## src/rtl/regfile_pkg.sv

```systemverilog
// regfile_pkg: shared defaults, zero-register constant and packed-port field helper
//   Used by regfile_mp and regfile_scoreboard.
//   get_field(vec, i, w) returns bits [i*w +: w] of vec, zero-extended to VEC_MAX.
package regfile_pkg;
    localparam int DATA_W_DEF = 32;
    localparam int ADDR_W_DEF = 5;
    localparam int NUM_RD_DEF = 2;
    localparam int NUM_WR_DEF = 2;
    localparam int ZERO_REG   = 0;
    localparam int VEC_MAX    = 1024;

    function automatic logic [VEC_MAX-1:0] get_field(input logic [VEC_MAX-1:0] vec, input int i, input int w);
        return (vec >> (i * w)) & ~({VEC_MAX{1'b1}} << w);
    endfunction
endpackage

```

## src/rtl/regfile_scoreboard.sv

```systemverilog
// regfile_scoreboard: per-entry busy bits, reservation acceptance, flush and pending count
//   clk, rst_n    : clock, asynchronous active-low reset
//   rsv_en_i      : reserve the entry at rsv_addr_i
//   rsv_addr_i    : destination being issued
//   clr_i         : one bit per entry, set when a write targets it this cycle
//   flush_i       : clear every busy bit (reservations this cycle still apply)
//   busy_o        : registered busy vector
//   rsv_ok_o      : reservation accepted this cycle
//   pend_cnt_o    : registered count of busy entries
module regfile_scoreboard
    import regfile_pkg::*;
#(
    parameter int ADDR_W = ADDR_W_DEF
) (
    input  logic                   clk,
    input  logic                   rst_n,
    input  logic                   rsv_en_i,
    input  logic [ADDR_W-1:0]      rsv_addr_i,
    input  logic [2**ADDR_W-1:0]   clr_i,
    input  logic                   flush_i,
    output logic [2**ADDR_W-1:0]   busy_o,
    output logic                   rsv_ok_o,
    output logic [ADDR_W:0]        pend_cnt_o
);
    localparam int DEPTH = 2**ADDR_W;

    logic [DEPTH-1:0] busy_q, busy_d, set_vec;
    logic [ADDR_W:0]  pend_q, pend_d;

    // A write landing this cycle frees the entry, so a new reservation is safe.
    assign rsv_ok_o   = !busy_q[rsv_addr_i] || clr_i[rsv_addr_i];
    assign busy_o     = busy_q;
    assign pend_cnt_o = pend_q;

    // Set is ORed in after clear/flush so a same-cycle reservation wins.
    // Entry 0 is never set, which bounds the count at DEPTH-1.
    always_comb begin
        set_vec = '0;
        set_vec[rsv_addr_i] = rsv_en_i && rsv_ok_o && (rsv_addr_i != ADDR_W'(ZERO_REG));
        busy_d = (flush_i ? '0 : (busy_q & ~clr_i)) | set_vec;
        pend_d = '0;
        for (int i = 0; i < DEPTH; i++) pend_d = pend_d + (ADDR_W+1)'(busy_d[i]);
    end

    always_ff @(posedge clk or negedge rst_n) begin
        if (!rst_n) begin
            busy_q <= '0;
            pend_q <= '0;
        end else begin
            busy_q <= busy_d;
            pend_q <= pend_d;
        end
    end
endmodule

```

## src/rtl/regfile_mp.sv

```systemverilog
// regfile_mp: multi-port register file with hardwired zero entry and busy scoreboard
//   Optional feature macro: REGFILE_BYPASS_EN (same-cycle write-to-read forwarding).
//   clk, rst_n  : clock, asynchronous active-low reset
//   rd_addr_i   : NUM_RD read addresses, port p at [p*ADDR_W +: ADDR_W]
//   rd_data_o   : NUM_RD read data, port p at [p*DATA_W +: DATA_W]
//   rd_busy_o   : addressed entry has an outstanding reservation
//   wr_en_i / wr_addr_i / wr_data_i : NUM_WR write ports, highest index wins
//   rsv_en_i, rsv_addr_i, rsv_ok_o  : destination reservation handshake
//   flush_i     : clear all busy bits
//   pend_cnt_o  : number of busy entries
module regfile_mp
    import regfile_pkg::*;
#(
    parameter int DATA_W = DATA_W_DEF,
    parameter int ADDR_W = ADDR_W_DEF,
    parameter int NUM_RD = NUM_RD_DEF,
    parameter int NUM_WR = NUM_WR_DEF
) (
    input  logic                     clk,
    input  logic                     rst_n,
    input  logic [NUM_RD*ADDR_W-1:0] rd_addr_i,
    output logic [NUM_RD*DATA_W-1:0] rd_data_o,
    output logic [NUM_RD-1:0]        rd_busy_o,
    input  logic [NUM_WR-1:0]        wr_en_i,
    input  logic [NUM_WR*ADDR_W-1:0] wr_addr_i,
    input  logic [NUM_WR*DATA_W-1:0] wr_data_i,
    input  logic                     rsv_en_i,
    input  logic [ADDR_W-1:0]        rsv_addr_i,
    output logic                     rsv_ok_o,
    input  logic                     flush_i,
    output logic [ADDR_W:0]          pend_cnt_o
);
    localparam int DEPTH = 2**ADDR_W;
    localparam logic [ADDR_W-1:0] ZA = ADDR_W'(ZERO_REG);

    logic [ADDR_W-1:0] wa [NUM_WR];
    logic [DATA_W-1:0] wd [NUM_WR];
    logic [ADDR_W-1:0] ra [NUM_RD];
    logic [DATA_W-1:0] mem_q [DEPTH];
    logic [DATA_W-1:0] mem_d [DEPTH];
    logic [DEPTH-1:0]  clr, busy;

    for (genvar g = 0; g < NUM_WR; g++) begin : g_wr
        assign wa[g] = ADDR_W'(get_field(VEC_MAX'(wr_addr_i), g, ADDR_W));
        assign wd[g] = DATA_W'(get_field(VEC_MAX'(wr_data_i), g, DATA_W));
    end
    for (genvar g = 0; g < NUM_RD; g++) begin : g_rd
        assign ra[g] = ADDR_W'(get_field(VEC_MAX'(rd_addr_i), g, ADDR_W));
    end

    // Ascending port order lets the highest-indexed port overwrite earlier ones.
    // Any write, including to entry 0, counts as a busy clear.
    always_comb begin
        mem_d = mem_q;
        clr = '0;
        for (int w = 0; w < NUM_WR; w++) begin
            if (wr_en_i[w]) begin
                clr[wa[w]] = 1'b1;
                if (wa[w] != ZA) mem_d[wa[w]] = wd[w];
            end
        end
    end

    always_ff @(posedge clk or negedge rst_n) begin
        if (!rst_n) begin
            for (int i = 0; i < DEPTH; i++) mem_q[i] <= '0;
        end else begin
            for (int i = 0; i < DEPTH; i++) mem_q[i] <= mem_d[i];
        end
    end

    // Entry 0 is never written or reserved, so its array value and busy bit stay 0.
    always_comb begin
        rd_data_o = '0;
        rd_busy_o = '0;
        for (int p = 0; p < NUM_RD; p++) begin
            rd_data_o[p*DATA_W +: DATA_W] = mem_q[ra[p]];
            rd_busy_o[p] = busy[ra[p]];
`ifdef REGFILE_BYPASS_EN
            for (int w = 0; w < NUM_WR; w++) begin
                if (wr_en_i[w] && wa[w] == ra[p] && ra[p] != ZA) begin
                    rd_data_o[p*DATA_W +: DATA_W] = wd[w];
                    rd_busy_o[p] = 1'b0;
                end
            end
`endif
        end
    end

    regfile_scoreboard #(.ADDR_W(ADDR_W)) u_sb (
        .clk        (clk),
        .rst_n      (rst_n),
        .rsv_en_i   (rsv_en_i),
        .rsv_addr_i (rsv_addr_i),
        .clr_i      (clr),
        .flush_i    (flush_i),
        .busy_o     (busy),
        .rsv_ok_o   (rsv_ok_o),
        .pend_cnt_o (pend_cnt_o)
    );
endmodule

```

## config.mk

```make
export PLATFORM = sky130hd
export DESIGN_NAME = regfile_mp
export DESIGN_NICKNAME = d
export VERILOG_FILES = /design/src/rtl/regfile_pkg.sv /design/src/rtl/regfile_scoreboard.sv /design/src/rtl/regfile_mp.sv
export SDC_FILE = /design/constraint.sdc
export NUM_CORES = 2
export LEC_CHECK = 0
export CAP_MARGIN = 20
export CELL_PAD_IN_SITES_DETAIL_PLACEMENT = 0
export CELL_PAD_IN_SITES_GLOBAL_PLACEMENT = 2
export CORE_ASPECT_RATIO = 1.75
export CORE_MARGIN = 2
export CORE_UTILIZATION = 43
export DETAILED_ROUTE_END_ITERATION = 12
export PLACE_DENSITY_LB_ADDON = 0.3
export SLEW_MARGIN = 15
export SYNTH_ARGS = -nofsm -noshare
export SYNTH_HDL_FRONTEND = slang
export SYNTH_SLANG_ARGS = --single-unit
export TNS_END_PERCENT = 50
```

## constraint.sdc

```tcl
create_clock -name clk -period 8.3 [get_ports clk]
set_input_delay 1.66 -clock clk [delete_from_list [all_inputs] [get_ports clk]]
set_output_delay 1.66 -clock clk [all_outputs]
set_load 0.05 [all_outputs]
```

==> impl_metrics.env <==
export IMPL_ios=168
export IMPL_worst_path_dominant_cell_family="adder cells"
export IMPL_syn_avg_cell_area_um2=10.7
export IMPL_synthesis_instances=6215
export IMPL_synthesis_stage_register_bit_count=1062
export IMPL_cts_post_setup_buffers_inserted=0
export IMPL_clkSinkCount=1062
export IMPL_gr_usage_met1_pct=44.1
export IMPL_worst_endpoint_required_ns=8.97
export IMPL_ant_nets=0
export IMPL_synth_flop_cell="sky130_fd_sc_hd__dfrtp_1"
export IMPL_holdWs_ns=0.394
export IMPL_synthesis_yosys_warnings=0
export IMPL_ir_drop_v=0.000202
export IMPL_syn_area_mm2=0.0663
export IMPL_setup_total_negative_slack_ns=0
export IMPL_floorplan_rows=190
export IMPL_finish_net_count=6231
export IMPL_clock_tree_from_tritoncts="done"
export IMPL_yosys_cell_count_top_type="sky130_fd_sc_hd__dfrtp_1"
export IMPL_ys_async_sr_fraction_pct=100
export IMPL_globalRoute_totalOverflow=0
export IMPL_floorplan_die_height_um=523
export IMPL_flow_area_growth_from_synthesis_pct=13.3
export IMPL_vias=52300
export IMPL_clk_latency_ns=0.77
export IMPL_yosys_top_cells_area="sky130_fd_sc_hd__dfrtp_1 (40%), sky130_fd_sc_hd__mux4_2 (23%), sky130_fd_sc_hd__mux2i_1 (10%)"
export IMPL_first_pass_grt_wire_length_um=399000
export IMPL_synth_enable_flop_cells=0
export IMPL_final_period_demand_of_the_worst_path_ns=8.08
export IMPL_slew_headroom_pct=20.9
export IMPL_post_synth_most_frequent_cells="sky130_fd_sc_hd__dfrtp_1 (1062), sky130_fd_sc_hd__nor2_1 (887), sky130_fd_sc_hd__a21oi_1 (803)"
export IMPL_buffer_ports_inserted=167
export IMPL_grt_busiest_layer="met2"
export IMPL_routed_wirelength_um=279000
export IMPL_fmax_mhz=124
export IMPL_setup_violations_final=0
export IMPL_drt_pass1_iter_count=9
export IMPL_finalMaxSlewViolations=0
export IMPL_number_of_global_route_vias_before_repair=52800
export IMPL_timing_critical_path_fanout_max=36
export IMPL_ctsRootBufferMaster="sky130_fd_sc_hd__clkbuf_16"
export IMPL_count_of_hold_buffers_inserted_by_post_cts_repair=0
export IMPL_wire_per_inst_um=33.9
export IMPL_cts_buffers_inserted=109
export IMPL_finalPower_mw=17.8
export IMPL_clk_pin_slew_ns=0.07
export IMPL_place_congestion=0.902
export IMPL_fin_skew_ns=0.0349
export IMPL_synthesis_nets=6342
export IMPL_drt_initial_drc_count=6011
export IMPL_antenna_found_initial=30
export IMPL_grt_use_met2_pct=57.6
export IMPL_h_tree_depth=3
export IMPL_place_detailed_hpwl_um=165000
export IMPL_critical_path_slowest_cell="sky130_fd_sc_hd__or4_1"
export IMPL_fin_crit_sh_pct=97.3
export IMPL_area_of_the_core_region_mm2=0.153
export IMPL_drt_drc_violations_left=0
export IMPL_cp_cell_sequence="clkdlybuf4s50_1 -> buf_4 -> and4bb_2 -> nand2_4 -> a211oi_1 -> or4_1 -> a2111oi_1 -> and4bb_2 -> buf_12 -> o31ai_1 -> fa_1 -> inv_1 -> fa_1 -> fa_1 -> fa_1 -> fa_1 -> fa_1 -> fa_1 -> inv_1 -> fa_1 -> a21o_1 -> a21oi_1 -> xnor2_1"
export IMPL_setup_worst_path_start_class="input port"
export IMPL_cellLeakagePower_nw=30.2
export IMPL_drive_gt1_share_pct=22.1
export IMPL_synth_top_cell_area_share_pct=40.1
export IMPL_grt_max_degree=156
export IMPL_synth_lib_cells_used_distinct=58
export IMPL_start_util_pct=43.3
export IMPL_die_area_mm2=0.157
export IMPL_critPathCaptureType="flip-flop"
export IMPL_cpMostUsedCell="sky130_fd_sc_hd__fa_1"
export IMPL_outcome="finished, final reports clean"
export IMPL_floorplan_die_width_um=301
export IMPL_synthDominantAreaCellType="sky130_fd_sc_hd__dfrtp_1"
export IMPL_gr_usage_total_pct=35.6
export IMPL_critPathBufInv=5
export IMPL_ctsLongestPathBuffers=3
export IMPL_tightest_slew_ns=1.19
export IMPL_max_cap_violations=0
export IMPL_synth_seq_area_share_pct=40.1
export IMPL_worst_path_largest_cell_delay_ns=0.57
export IMPL_global_route_usage_met3_pct=7.04
export IMPL_fillCellCount=13800
export IMPL_power_per_cell_area_mw_per_mm2=238
export IMPL_holdCritPathClass="flip-flop to flip-flop"
export IMPL_vias_per_cell=6.37
export IMPL_setup_worst_path_class="input port to flip-flop"
export IMPL_crit_arrival_ns=8.74
export IMPL_hold_viol_final=0
[stage by stage]
step                      instance area [µm²]  cells  util, %  setup slack [ns]
after floorplan                         66300   6215        -             0.213
after global placement                  71200   8002     46.5            -0.614
after detailed placement                71300   8009     46.6            -0.669
after CTS                               75000   8207     49.0             0.116
after global routing                    75100   8208     49.0          -0.00226
final                                   75100   8211     49.0             0.223
[cells by family (layout without fill, tap and decap cells)]
| group | count (synthesis) | in the layout | share of synthesized area, % |
|---|---|---|---|
| DFF | 1062 | 1062 | 40.1 |
| and+or+nand+nor | 1572 | 1572 | 9.66 |
| xor gates and xnor gates | 3 | 3 | 0.0397 |
| muxes | 1425 | 1425 | 34.3 |
| AOI/OAI and AO/OA | 1353 | 1353 | 10.7 |
| adders and majority gates | 32 | 32 | 0.876 |
| other | 0 | 4 | 0 |
| buffers and inverters | 768 | 744 | 4.39 |
[where the power goes]
| part | internal, mW | switching, mW |
|---|---|---|
| combinational | 2.64 | 2.41 |
| clock | 3.01 | 2.33 |
| sequential | 6.46 | 0.984 |
| total | 12.1 | 5.72 |
[cell type report]
| type | instances | area [µm²] | area share, % |
|---|---|---|---|
| Antenna cell | 4 | 10.0 | 0.0133 |
| Timing Repair Buffer | 518 | 4830 | 6.44 |
| Clock inverter | 37 | 538 | 0.717 |
| Clock buffer | 161 | 3200 | 4.27 |
| Sequential cell | 1062 | 26600 | 35.4 |
| Tap cell | 2016 | 2520 | 3.36 |
| Multi-Input combinational cell | 4385 | 37300 | 49.7 |
| Inverter | 28 | 105 | 0.140 |
[worst register-to-register path, cell delays in order (launching register included)]
cell and delay [ns]:
sky130_fd_sc_hd__dfrtp_1 0.42, sky130_fd_sc_hd__mux4_2 0.26, sky130_fd_sc_hd__nor2_1 0.04, sky130_fd_sc_hd__or4_1 0.53, sky130_fd_sc_hd__a2111oi_1 0.34, sky130_fd_sc_hd__and4bb_2 0.37, sky130_fd_sc_hd__buf_12 0.22, sky130_fd_sc_hd__o31ai_1 0.16
sky130_fd_sc_hd__fa_1 0.57, sky130_fd_sc_hd__inv_1 0.06, sky130_fd_sc_hd__fa_1 0.54, sky130_fd_sc_hd__fa_1 0.45, sky130_fd_sc_hd__fa_1 0.55, sky130_fd_sc_hd__fa_1 0.44, sky130_fd_sc_hd__fa_1 0.51, sky130_fd_sc_hd__fa_1 0.17
sky130_fd_sc_hd__inv_1 0.07, sky130_fd_sc_hd__fa_1 0.44, sky130_fd_sc_hd__a21o_1 0.19, sky130_fd_sc_hd__a21oi_1 0.16, sky130_fd_sc_hd__xnor2_1 0.13
[metal layers]
metal	share of wire [%]	routed length [µm]
met1	37	104000
met2	48	133000
met3	8.0	22200
met4	7.2	19900
met5	0.098	272
[final timing paths]
| check | startpoint | cells after the start | slack (ns) | end |
|---|---|---|---|---|
| max reg2reg | u_sb.busy_o[1] | 20 | 1.60 | u_sb.pend_cnt_o[4] |
| max | wr_addr_i[2] | 23 | 0.22 | u_sb.pend_cnt_o[4] |
| min in group asynchronous | rst_n | 1 | 0.92 | mem_q[473] |
| min reg2reg | mem_q[1002] | 0 | 0.39 | mem_q[1002] |
| min | mem_q[1002] | 0 | 0.39 | mem_q[1002] |
| max in group asynchronous | rst_n | 3 | 5.44 | mem_q[203] |
[flip-flops by register name, summed over array words and instances, names as in the netlist]
signal,flops
u_sb.pend_cnt_o,6
u_sb.busy_o,32
mem_q,1024
[layout by cell type, fill, tap and decap left out, types with 32 or more instances in the layout]
master	n
sky130_fd_sc_hd__buf_12	39
sky130_fd_sc_hd__mux2_2	66
sky130_fd_sc_hd__nor2_1	855
sky130_fd_sc_hd__mux2i_1	691
sky130_fd_sc_hd__buf_4	313
sky130_fd_sc_hd__nand2_1	525
sky130_fd_sc_hd__clkdlybuf4s50_1	149
sky130_fd_sc_hd__o21ai_0	427
sky130_fd_sc_hd__clkbuf_16	109
sky130_fd_sc_hd__a21oi_1	803
sky130_fd_sc_hd__mux4_2	668
sky130_fd_sc_hd__a31oi_1	42
sky130_fd_sc_hd__nor2_4	32
sky130_fd_sc_hd__dfrtp_1	1062
[timing repair]
action | in CTS | in global routing
endpoints found under the setup margin | 0 | 4
hold endpoints to repair | 0 | 0
resized for setup | 0 | 9
Power figures use the tool's default switching activity.
